File: src/rtl/message_writer.sv
// rtl/message_writer.sv - text-buffer writer: clears 16 slots then types a banner with per-letter delay
//
// Purpose:
//   Rising edges on get_ready / times_up / leaderboard select a banner.
//   The block first writes blank (31) into every slot, then writes the banner
//   letters one per slot. CHAR_DELAY clocks separate successive letters.
//   A new trigger at any time aborts the current work and restarts the clear.
//
// Ports:
//   clk          in   system clock, rising edge
//   resetn       in   asynchronous active-low reset
//   get_ready    in   level; rising edge selects "GET READY"
//   times_up     in   level; rising edge selects "TIME IS UP"
//   leaderboard  in   level; rising edge selects "HOUSE CUP" (highest priority)
//   wr_en        out  text-buffer write strobe
//   wr_addr[3:0] out  slot index
//   wr_data[4:0] out  letter code (A=0..Z=25, space=26, blank=31)
//   busy         out  high while clearing or typing
//   done         out  one-cycle pulse after the last letter write

module message_writer #(
    parameter int CHAR_DELAY = 2500000,
    parameter int SLOTS      = 16
) (
    input  logic       clk,
    input  logic       resetn,
    input  logic       get_ready,
    input  logic       times_up,
    input  logic       leaderboard,
    output logic       wr_en,
    output logic [3:0] wr_addr,
    output logic [4:0] wr_data,
    output logic       busy,
    output logic       done
);

    localparam int CW = $clog2(CHAR_DELAY) + 1;
    // WAIT lasts CHAR_DELAY-1 cycles; the counter runs from RELOAD down to 0.
    localparam int RELOAD = (CHAR_DELAY >= 2) ? (CHAR_DELAY - 2) : 0;
    localparam logic [CW-1:0] RELOAD_V  = CW'(RELOAD);
    localparam logic [3:0]    LAST_SLOT = 4'(SLOTS - 1);
    localparam logic [4:0]    BLANK     = 5'd31;

    localparam logic [1:0] SEL_GR = 2'd0;
    localparam logic [1:0] SEL_TU = 2'd1;
    localparam logic [1:0] SEL_HC = 2'd2;

    typedef enum logic [2:0] {
        S_IDLE  = 3'd0,
        S_CLEAR = 3'd1,
        S_TYPE  = 3'd2,
        S_WAIT  = 3'd3,
        S_DONE  = 3'd4
    } state_t;

    function automatic logic [3:0] msg_len(input logic [1:0] sel);
        case (sel)
            SEL_TU:  return 4'd10;
            default: return 4'd9;
        endcase
    endfunction

    function automatic logic [4:0] msg_code(input logic [1:0] sel, input logic [3:0] idx);
        logic [4:0] c;
        c = BLANK;
        case (sel)
            SEL_GR: begin
                case (idx)
                    4'd0: c = 5'd6;
                    4'd1: c = 5'd4;
                    4'd2: c = 5'd19;
                    4'd3: c = 5'd26;
                    4'd4: c = 5'd17;
                    4'd5: c = 5'd4;
                    4'd6: c = 5'd0;
                    4'd7: c = 5'd3;
                    4'd8: c = 5'd24;
                    default: c = BLANK;
                endcase
            end
            SEL_TU: begin
                case (idx)
                    4'd0: c = 5'd19;
                    4'd1: c = 5'd8;
                    4'd2: c = 5'd12;
                    4'd3: c = 5'd4;
                    4'd4: c = 5'd26;
                    4'd5: c = 5'd8;
                    4'd6: c = 5'd18;
                    4'd7: c = 5'd26;
                    4'd8: c = 5'd20;
                    4'd9: c = 5'd15;
                    default: c = BLANK;
                endcase
            end
            SEL_HC: begin
                case (idx)
                    4'd0: c = 5'd7;
                    4'd1: c = 5'd14;
                    4'd2: c = 5'd20;
                    4'd3: c = 5'd18;
                    4'd4: c = 5'd4;
                    4'd5: c = 5'd26;
                    4'd6: c = 5'd2;
                    4'd7: c = 5'd20;
                    4'd8: c = 5'd15;
                    default: c = BLANK;
                endcase
            end
            default: c = BLANK;
        endcase
        return c;
    endfunction

    state_t          state_q, state_d;
    logic [3:0]      idx_q, idx_d;
    logic [CW-1:0]   dly_q, dly_d;
    logic [1:0]      sel_q, sel_d;
    logic            gr_prev_q, tu_prev_q, lb_prev_q;
    logic            wr_en_q, wr_en_d;
    logic [3:0]      wr_addr_q, wr_addr_d;
    logic [4:0]      wr_data_q, wr_data_d;
    logic            busy_q, busy_d;
    logic            done_q, done_d;

    logic            trig_gr, trig_tu, trig_lb, any_trig;
    logic [1:0]      trig_sel;

    assign trig_gr  = get_ready   & ~gr_prev_q;
    assign trig_tu  = times_up    & ~tu_prev_q;
    assign trig_lb  = leaderboard & ~lb_prev_q;
    assign any_trig = trig_gr | trig_tu | trig_lb;
    assign trig_sel = trig_lb ? SEL_HC : (trig_tu ? SEL_TU : SEL_GR);

    // Outputs are registered from the current state, so each write appears
    // the cycle after the state that produces it.
    always_comb begin
        state_d   = state_q;
        idx_d     = idx_q;
        dly_d     = dly_q;
        sel_d     = sel_q;
        wr_en_d   = 1'b0;
        wr_addr_d = wr_addr_q;
        wr_data_d = wr_data_q;
        busy_d    = 1'b0;
        done_d    = 1'b0;

        case (state_q)
            S_IDLE: begin
            end
            S_CLEAR: begin
                wr_en_d   = 1'b1;
                wr_addr_d = idx_q;
                wr_data_d = BLANK;
                busy_d    = 1'b1;
                if (idx_q == LAST_SLOT) begin
                    state_d = S_TYPE;
                    idx_d   = 4'd0;
                end else begin
                    idx_d = idx_q + 4'd1;
                end
            end
            S_TYPE: begin
                wr_en_d   = 1'b1;
                wr_addr_d = idx_q;
                wr_data_d = msg_code(sel_q, idx_q);
                busy_d    = 1'b1;
                if (idx_q == msg_len(sel_q) - 4'd1) begin
                    state_d = S_DONE;
                end else if (CHAR_DELAY == 1) begin
                    idx_d = idx_q + 4'd1;
                end else begin
                    state_d = S_WAIT;
                    idx_d   = idx_q + 4'd1;
                    dly_d   = RELOAD_V;
                end
            end
            S_WAIT: begin
                busy_d = 1'b1;
                if (dly_q == '0) begin
                    state_d = S_TYPE;
                end else begin
                    dly_d = dly_q - CW'(1);
                end
            end
            S_DONE: begin
                done_d  = 1'b1;
                state_d = S_IDLE;
            end
            default: begin
                state_d = S_IDLE;
            end
        endcase

        // A new trigger overrides the next state from anywhere; the output of
        // the current cycle (including a DONE pulse) still goes out.
        if (any_trig) begin
            state_d = S_CLEAR;
            idx_d   = 4'd0;
            sel_d   = trig_sel;
            dly_d   = RELOAD_V;
        end
    end

    always_ff @(posedge clk or negedge resetn) begin
        if (!resetn) begin
            state_q   <= S_IDLE;
            idx_q     <= 4'd0;
            dly_q     <= '0;
            sel_q     <= SEL_GR;
            gr_prev_q <= 1'b0;
            tu_prev_q <= 1'b0;
            lb_prev_q <= 1'b0;
            wr_en_q   <= 1'b0;
            wr_addr_q <= 4'd0;
            wr_data_q <= 5'd0;
            busy_q    <= 1'b0;
            done_q    <= 1'b0;
        end else begin
            state_q   <= state_d;
            idx_q     <= idx_d;
            dly_q     <= dly_d;
            sel_q     <= sel_d;
            gr_prev_q <= get_ready;
            tu_prev_q <= times_up;
            lb_prev_q <= leaderboard;
            wr_en_q   <= wr_en_d;
            wr_addr_q <= wr_addr_d;
            wr_data_q <= wr_data_d;
            busy_q    <= busy_d;
            done_q    <= done_d;
        end
    end

    assign wr_en   = wr_en_q;
    assign wr_addr = wr_addr_q;
    assign wr_data = wr_data_q;
    assign busy    = busy_q;
    assign done    = done_q;

endmodule
File: config.mk
export PLATFORM = sky130hd
export DESIGN_NAME = message_writer
export DESIGN_NICKNAME = d
export VERILOG_FILES = /design/src/rtl/message_writer.sv
export SDC_FILE = /design/constraint.sdc
export NUM_CORES = 1
export LEC_CHECK = 0
export ABC_AREA = 0
export BUFFER_PORTS_ARGS = -buffer_cell sky130_fd_sc_hd__clkbuf_2
export CORE_UTILIZATION = 34
export CTS_BUF_LIST = sky130_fd_sc_hd__clkbuf_4 sky130_fd_sc_hd__clkbuf_8
export CTS_CLUSTER_SIZE = 16
export DETAILED_ROUTE_END_ITERATION = 7
export PLACE_DENSITY = 0.59
export SLEW_MARGIN = 20
export SYNTH_ARGS = -nofsm -noshare
export SYNTH_HDL_FRONTEND = slang
export SYNTH_SLANG_ARGS = --single-unit
export TNS_END_PERCENT = 10
File: constraint.sdc
create_clock -name clk -period 3.1 [get_ports clk]
set_input_delay 0.31 -clock clk [delete_from_list [all_inputs] [get_ports clk]]
set_output_delay 0.31 -clock clk [all_outputs]
set_load 0.02 [all_outputs]
**Word level (Yosys, flattened, before mapping)**

Memories as Yosys holds them, arrays and structs flattened.
Index checks and enable logic that the tools add are counted.

- $add $sub $neg: 3
- Equal/unequal tests: 13
- Multiplexer cells: 22
- Bitwise operators: 8
- Reduce and logical (&&, ||, !) cells: 11

Operators by type and width:

| operator | count |
|---|---|
| two-way mux 23 bit | 3 |
| case mux 23 bit (2 select lines) | 1 |
| logical NOT 23 bit | 1 |
| subtractor 23 x 1 -> 23 bit, second input constant | 1 |
| two-way mux 4 bit | 4 |
| case mux 5 bit (3 select lines) | 1 |
| two-way mux 3 bit | 4 |
| != test 3 bit, second input constant | 4 |
| case mux 3 bit (4 select lines) | 1 |
| case mux 5 bit (2 select lines) | 1 |
| case mux 4 bit (2 select lines) | 1 |
| == test 3 x 2 -> 1 bit, second input constant | 2 |
| AND reduction 3 bit | 2 |
| nonzero test 3 bit | 2 |
| adder 4 x 1 -> 4 bit, second input constant | 1 |
| == test 4 bit | 1 |
| == test 4 bit, second input constant | 1 |
| two-way mux 1 bit | 4 |
| two-way mux 2 bit | 2 |
| subtractor 4 x 1 -> 4 bit, second input constant | 1 |
| bitwise AND 1 bit | 3 |
| == test 3 x 1 -> 1 bit, second input constant | 1 |
| == test 3 bit, second input constant | 1 |
| logical NOT 3 bit | 1 |
| other kinds (10) | 13 |

- Bits in registers: 47
- ROM bits: 240
- Bits of input ports: 5
- Output and inout port bits: 12
- Memories: 3

Memory list:

| name | depth | bits a word | read ports | clocked after memory_dff | wr ports | line | source |
|---|---|---|---|---|---|---|---|
| (no name shown) | 16 | 5 | 1 | 0 | 0 | 68 | `case (idx)` |
| (no name shown) | 16 | 5 | 1 | 0 | 0 | 82 | `case (idx)` |
| (no name shown) | 16 | 5 | 1 | 0 | 0 | 97 | `case (idx)` |

**Logic depth before layout (Yosys ltp)**

Gate-level depths: netlist of run 1.

- Depth in word-level cells: 8
- Depth in mapped cells: 8
- Mapped depth without buffers: 7

**Worst setup path after synthesis of run 1**

OpenSTA, ideal clock, no wires.

- Kind: reg2reg
- Start: register dly_q[3]
- End: register dly_q[10]
- Data arrival time: 2,266 ps
- Required time: 2,969 ps
- Path slack: 703 ps
- Stages on the path, launching flop included: 8
- Clock period less this slack: 2,397 ps
- Path through: dfrtp_1 -> or4_4 -> buf_6 -> or4b_4 -> buf_6 -> o21ai_4 -> nor4_1 -> or3_1

- Cells in the longest elaborated chain, start to end: 4
- Elaborated cells on any way between the ends: 7

Ends and longest elaborated chain:

| item | line | source |
|---|---|---|
| start: declaration | 117 | `logic [CW-1:0] dly_q, dly_d;` |
| start signal: assignment | 222 | `dly_q <= dly_d;` |
| subtractor 23 x 1 -> 23 bit | 183 | `dly_d = dly_q - CW'(1);` |
| two-way mux 23 bit | 180 | `if (dly_q == '0) begin` |
| case mux 23 bit (2 select lines) | 148 | `case (state_q)` |
| two-way mux 23 bit | 197 | `if (any_trig) begin` |

Parallel ways exist; a longest one is shown, timed or not. The select of a mux whose other input is x is not followed.
A chain may end at the register's enable or synchronous reset.

**Worst setup path in the final report of run 1**

- Start: register dly_q[0]
- End: register dly_q[19]

Same word-level chain as after synthesis.

==> results of run 1 <==
metal layers:
layer | global-route usage | up-vias | routed length (um)
met5 | 0 | - | 0
li1 | - | 1052 | -
met4 | 0.0444 | 0 | 75
met3 | 0.0237 | 6 | 153
met1 | 0.221 | 1018 | 2940
met2 | 0.205 | 29 | 2330
stage by stage:
stage | hold slack, ns | total power (uW)
3_3_place_gp | 0.338 | 799
5_1_grt | 0.0351 | 1270
6_report | -0.0105 | 1210
2_1_floorplan | 0.0144 | 750
3_5_place_dp | 0.342 | 801
4_1_cts | 0.00556 | 1220
final timing paths:
check,from,end,slack (ns),cells after the start
setup / recovery,dly_q[0]$_DFFE_PN0P_,dly_q[19]$_DFFE_PN0P_,0.62,7
hold reg to reg,wr_addr[3]$_DFFE_PN0P_,wr_addr[3]$_DFFE_PN0P_,0.51,1
setup reg to reg,dly_q[0]$_DFFE_PN0P_,dly_q[19]$_DFFE_PN0P_,0.62,7
max in group asynchronous,resetn,idx_q[1]$_DFFE_PN0P_,2.36,2
hold / removal,resetn,dly_q[12]$_DFFE_PN0P_,-0.01,1
min in group clk,leaderboard,lb_prev_q$_DFF_PN0_,0.12,1
Yosys cell counts, drive strengths merged (2+ instances only):
cell type   n  area [um^2]
a211o       2         17.5
a21boi      2         15.0
a21o        2         15.0
a21oi      12         60.1
a22o        2         17.5
a311oi      2         17.5
a31oi       6         37.5
a41oi       2         17.5
buf         3         26.3
clkbuf     13         48.8
dfrtp      47         1180
ha          8          100
inv         7         26.3
mux2        4         45.0
mux2i       2         20.0
nand2      16         60.1
nand2b      4         25.0
nand3       9         45.0
nand3b      2         15.0
nand4       2         12.5
nor2       29          109
nor2b       4         25.0
nor3       16         80.1
nor3b       2         15.0
nor4        5         31.3
o211a       2         20.0
o211ai      4         35.0
o21a        3         22.5
o21ai      14         85.1
o22ai       2         12.5
o31ai      10         75.1
or3         6         37.5
or3b        2         17.5
or4         7         56.3
xnor2       2         17.5
xor2       10         87.6
worst max-delay path, delay by kind of cell, from the launching register on:
| family | cells | cell delay, ns |
|---|---|---|
| and+or+nand+nor | 3 | 1.28 |
| buffers and inverters | 1 | 0.07 |
| adders and majority gates | 1 | 0.15 |
| DFF | 1 | 0.41 |
| AOI/OAI and AO/OA | 2 | 0.41 |
flip-flops by register name, indices dropped and copies added, names as in the netlist:
| register | flops |
|---|---|
| dly_q | 23 |
| wr_data | 5 |
| idx_q | 4 |
| wr_addr | 4 |
| state_q | 3 |
| sel_q | 2 |
| busy | 1 |
| done | 1 |
| gr_prev_q | 1 |
| lb_prev_q | 1 |
| tu_prev_q | 1 |
| wr_en | 1 |
final cells by class:
type                            instances  area share
Inverter                                8      0.0103
Timing Repair Buffer                   23      0.0454
Clock inverter                          1     0.00257
Tap cell                               99      0.0424
Sequential cell                        47       0.403
Multi-Input combinational cell        207       0.464
Clock buffer                            7      0.0330
logic make-up after synthesis:
family | after synthesis
multiplexers | 6
flip-flops | 47
adder cells (fa/ha/maj) | 8
buffers and inverters | 24
AND/OR/NAND/NOR | 109
AO/OA/AOI/OAI | 72
XOR/XNOR | 12
power groups by stage:
stage               registers (uW)  logic (uW)  clock network (uW)
detailed placement             656         145                   0
global placement               656         143                   0
floorplan                      652        98.0                   0
finish                         644         143                 422
CTS                            644         145                 435
global route                   646         162                 459
==> flow_summary.toml, run 1 <==
[die]
core_mm2 = 0.00737
row_count = 31
dieArea_mm2 = 0.00811
die_h_um = 90.0
io_pins = 17
fp.dieW_um = 90.0
initial_core_util = 0.358

[sta]
finalClockSkew_ns = 0.0109
tns_ns = 0
final.period_utilization = 0.799
layout_setup_ws_ns = 0.624
worst_pin_slew_ns = 0.913
hold_viol_final = 21
rsz0062_at_grt = "false"
drv_slew = 0
fmax_ghz = 0.404
slew_headroom = 0.389
final.min_clock_period_ns = 2.48
holdWs_ns = -0.0105
setup_viol = 0

[global_route]
grt-ovfl-total = 0
grt_pass1_vias = 1898
grtUsageTotal = 0.144
grt_pass1_wl_um = 9550
grt_max_degree = 26
antenna_found_initial = 0

[clock_tree]
numCtsBuffers = 5
cts_tree = "built"
clk_pin_slew_ns = 0.09
post_cts_resized = 0
clkLatencyLatePin_ns = 0.31
clockRootBuffer = "clkbuf_8"
cts_num_sinks = 47
clock_path_buffers = 2
htreeDepth = 2
cts_hold_buffers = 0
post-cts-setup-buffers = 0

[power]
switchingPower_uw = 328
seq_power_share = 0.533
swShare = 0.271
ir_drop_uv = 213
p_leak_uw = 0.00110
p_clk_frac = 0.349
p_per_area_mw_per_mm2 = 414
combPwrFrac = 0.118
intPower_uw = 881

[layout]
finalNetCount = 305
multi_input_area_mm2 = 0.00135
seqCellArea_mm2 = 0.00118
drive_above_1_share = 0.147
layout_common_cells = "dfrtp_1 (47), nor2_1 (29), nor3_1 (16), nand2_1 (16), clkbuf_2 (16)"
final_area_mm2 = 0.00292
area_growth_pct = 10.8
diodes = 0
fillCellCount = 765
layout_commonest_cell = "dfrtp_1"
post-route-util = 0.396
stdcell_count = 392

[synthesis]
synth-main-ff-cell = "dfrtp_1"
synth.area.mux_share = 0.0247
seq_area_frac_synth = 0.446
synth_top_family_by_area = "simple AND/OR/NAND/NOR gates"
synth-edff-count = 0
synthArstFlopShare = 1.00
synth_compound_area_frac = 0.194
syn_area_mm2 = 0.00264
ys_ff_latch = 47
yosysWarningCount = 0
synth_nets = 291
synth_fa_ha_area_frac = 0.0380
yosys.area_share.simple = 0.217
synth.distinct_cells = 54
synth_xor_area_frac = 0.0399
syn_avg_cell_area_um2 = 9.48
syn_inst = 278

[placed_design]
gp_congestion = 0.826
placed_cell_area_mm2 = 0.00282
place_hpwl_um = 3750
place_inst = 384
dp_slack_ns = 0.629
portBuffers = 16

[setup_path]
worst_ep_arrival_time_ns = 2.63
crit_chain = "inv_1, ha_1, or3b_2, or4b_4, o21ai_2, or4_1, a21oi_1"
crit_path_max_incr_delay_ns = 0.62
crit_path_max_fanout = 9
slowest_stage = "or4b_4"
worstSetupPathType = "reg -> reg"
startpoint_type = "flip-flop"
worstSetupEndpointType = "flip-flop"
cp.required_ns = 3.25

[routing]
routed_wl_um = 5510
vias_per_cell = 5.37
first_pass_iters = 4
vias = 2105
antenna_left = 0
wl_per_cell_um = 14.0
drc_errors = 0
dr.first_iter.drc_count = 185

[flow_run]
drv_cap = 0

[status]
run_status = "complete, but fails checks"
violations = "negative hold slack"

[worst_hold_path]
hold_path_class = "in -> async"
(Power assumes the default switching activity.)
==> run 2, diff against run 1 <==
PLACE_DENSITY = 0.61   (was 0.59)
clock period = 2.1 ns   (was 3.1 ns; I/O delays follow)
==> run 2 against run 1 <==
The flow finishes with violations (negative hold slack, negative setup slack). Critical path depth did not move. Via count rose by 8.3%. Clock-buffer cell count fell by 1. Cell count rose by 7.9%. Largest cell class unchanged.
==> flow_summary.toml, run 2 (synthesis results as in run 1) <==
[layout]
final_area_mm2 = 0.00323
finalNetCount = 336
layout_commonest_cell = "dfrtp_1"
area_growth_pct = 22.6
largest-register = "dly_q"
drive_above_1_share = 0.244
diodes = 0
fillCellCount = 724
largest_reg_flops = 23
stdcell_count = 423
layout_common_cells = "dfrtp_1 (47), buf_4 (37), nor2_1 (28)"

[setup_path]
r2r-end = "dly_q[10]$_DFFE_PN0P_"
slowest_stage = "or4b_4"
crit_path_max_incr_delay_ns = 0.60
worst_ep_arrival_time_ns = 2.48
rrSetupSlack_ns = -0.20
cp_num_buf_inv = 1
cp_top_family = "simple AND/OR/NAND/NOR gates"
worstSetupPathType = "reg -> reg"
crit_path_max_fanout = 5
startpoint_type = "flip-flop"
worstSetupEndpointType = "flip-flop"
cp.required_ns = 2.28
rr_worst_depth = 7
crit_chain = "inv_1, ha_1, or3b_4, or4b_4, o21ai_4, nor4_1, or3_1"
r2r_start = "dly_q[1]$_DFFE_PN0P_"

[sta]
drv_slew = 0
worst_pin_slew_ns = 0.739
tns_ns = -2.22
finalClockSkew_ns = 0.0135
setup_viol = 22
rsz0062_at_grt = "true"
hold_viol_final = 23
slew_headroom = 0.504
layout_setup_ws_ns = -0.197
holdWs_ns = -0.00810
final.min_clock_period_ns = 2.30
fmax_ghz = 0.435
final.period_utilization = 1.09

[die]
die_h_um = 90.0
fp.dieW_um = 90.0
row_count = 31
dieArea_mm2 = 0.00811
initial_core_util = 0.358
core_mm2 = 0.00737
io_pins = 17

[routing]
first_pass_iters = 4
drc_errors = 0
routed_wl_um = 6040
antenna_left = 0
dr.first_iter.drc_count = 235
vias = 2279
wl_per_cell_um = 14.3
vias_per_cell = 5.39

[global_route]
antenna_found_initial = 0
grt_pass1_vias = 2258
grt_max_degree = 48
grt-ovfl-total = 0
grtUsageTotal = 0.156
grt_pass1_wl_um = 10400

[flow_run]
drv_cap = 0

[clock_tree]
clock_path_buffers = 2
cts_tree = "built"
cts_num_sinks = 47
clk_pin_slew_ns = 0.09
numCtsBuffers = 5
clkLatencyLatePin_ns = 0.31
htreeDepth = 2
cts_hold_buffers = 0
clockRootBuffer = "clkbuf_8"

[power]
combPwrFrac = 0.127
seq_power_share = 0.469
p_leak_uw = 0.00126
p_per_area_mw_per_mm2 = 615
intPower_uw = 1510
p_clk_frac = 0.405
swShare = 0.242
switchingPower_uw = 481
power_uw = 1990
ir_drop_uv = 251

[placed_design]
gp_congestion = 0.828
place_hpwl_um = 4120
placed_cell_area_mm2 = 0.00304
place_inst = 413
portBuffers = 16

[status]
violations = "negative hold slack, negative setup slack"
run_status = "complete, but fails checks"

[worst_hold_path]
hold_path_class = "in -> async"
run 2: changes by cell type in the layout (fill, tap and decap cells not counted), moves of 2 or more:
cell       change
o21ai_1        +2
o21ai_0        -2
nor3_1         -2
bufinv_16      +2
nor3_2         +2
clkbuf_8       -2
buf_4         +30
run 2: worst register-to-register path: cells and delay by family, from the launching register on:
kind	cells	cell delay (ns)
AOI/OAI and AO/OA	1	0.17
DFF	1	0.40
and+or+nand+nor	4	1.39
buffers and inverters	1	0.06
adders and majority gates	1	0.15
run 2: routing by layer:
metal,part of all wire,vias up,global-route usage
met3,0.036,11,0.0237
met1,0.50,1098,0.216
met4,0.019,0,0.0659
met2,0.45,51,0.242
li1,-,1119,-
met5,0,-,0
run 2: stage by stage:
step / utilization / setup slack, ns
finish: 0.438 / -0.197
global route: 0.438 / -0.247
CTS: 0.437 / -0.165
detailed placement: 0.412 / -0.228
global placement: 0.412 / -0.160
floorplan: - / -0.248
run 2: power groups by stage:
stage                     combinational, uW  clock (uW)  sequential (uW)
after floorplan                         145           0              962
after global placement                  248           0              948
after detailed placement                250           0              949
after CTS                               254         821              931
after global routing                    282         858              933
final                                   252         804              931
run 2: how the worst max path moves through the flow:
stage               depth (start not counted)  slack, ns               endpoint            startpoint
floorplan                                   7      -0.25  dly_q[10]$_DFFE_PN0P_  dly_q[3]$_DFFE_PN0P_
global placement                            7      -0.16  dly_q[21]$_DFFE_PN0P_  dly_q[0]$_DFFE_PN0P_
detailed placement                          7      -0.23  dly_q[21]$_DFFE_PN0P_  dly_q[1]$_DFFE_PN0P_
CTS                                         7      -0.16  dly_q[10]$_DFFE_PN0P_  dly_q[1]$_DFFE_PN0P_
global route                                7      -0.25  dly_q[17]$_DFFE_PN0P_  dly_q[1]$_DFFE_PN0P_
finish                                      7      -0.20  dly_q[10]$_DFFE_PN0P_  dly_q[1]$_DFFE_PN0P_
run 2: layout make-up:
type,instances,area [um^2],area share
inverter,8,30.0,0.00930
timing repair buffer,53,358,0.111
clock buffer,6,76.3,0.0236
tap,99,124,0.0384
multi-input combinational,208,1410,0.435
clock inverter,2,60.1,0.0186
sequential,47,1180,0.364
run 2: timing repair:
action	CTS	global route
resized for setup	6	4
pin swaps	9	1
setup buffers	1	0
cloned	1	0
endpoints found under the setup margin	20	24
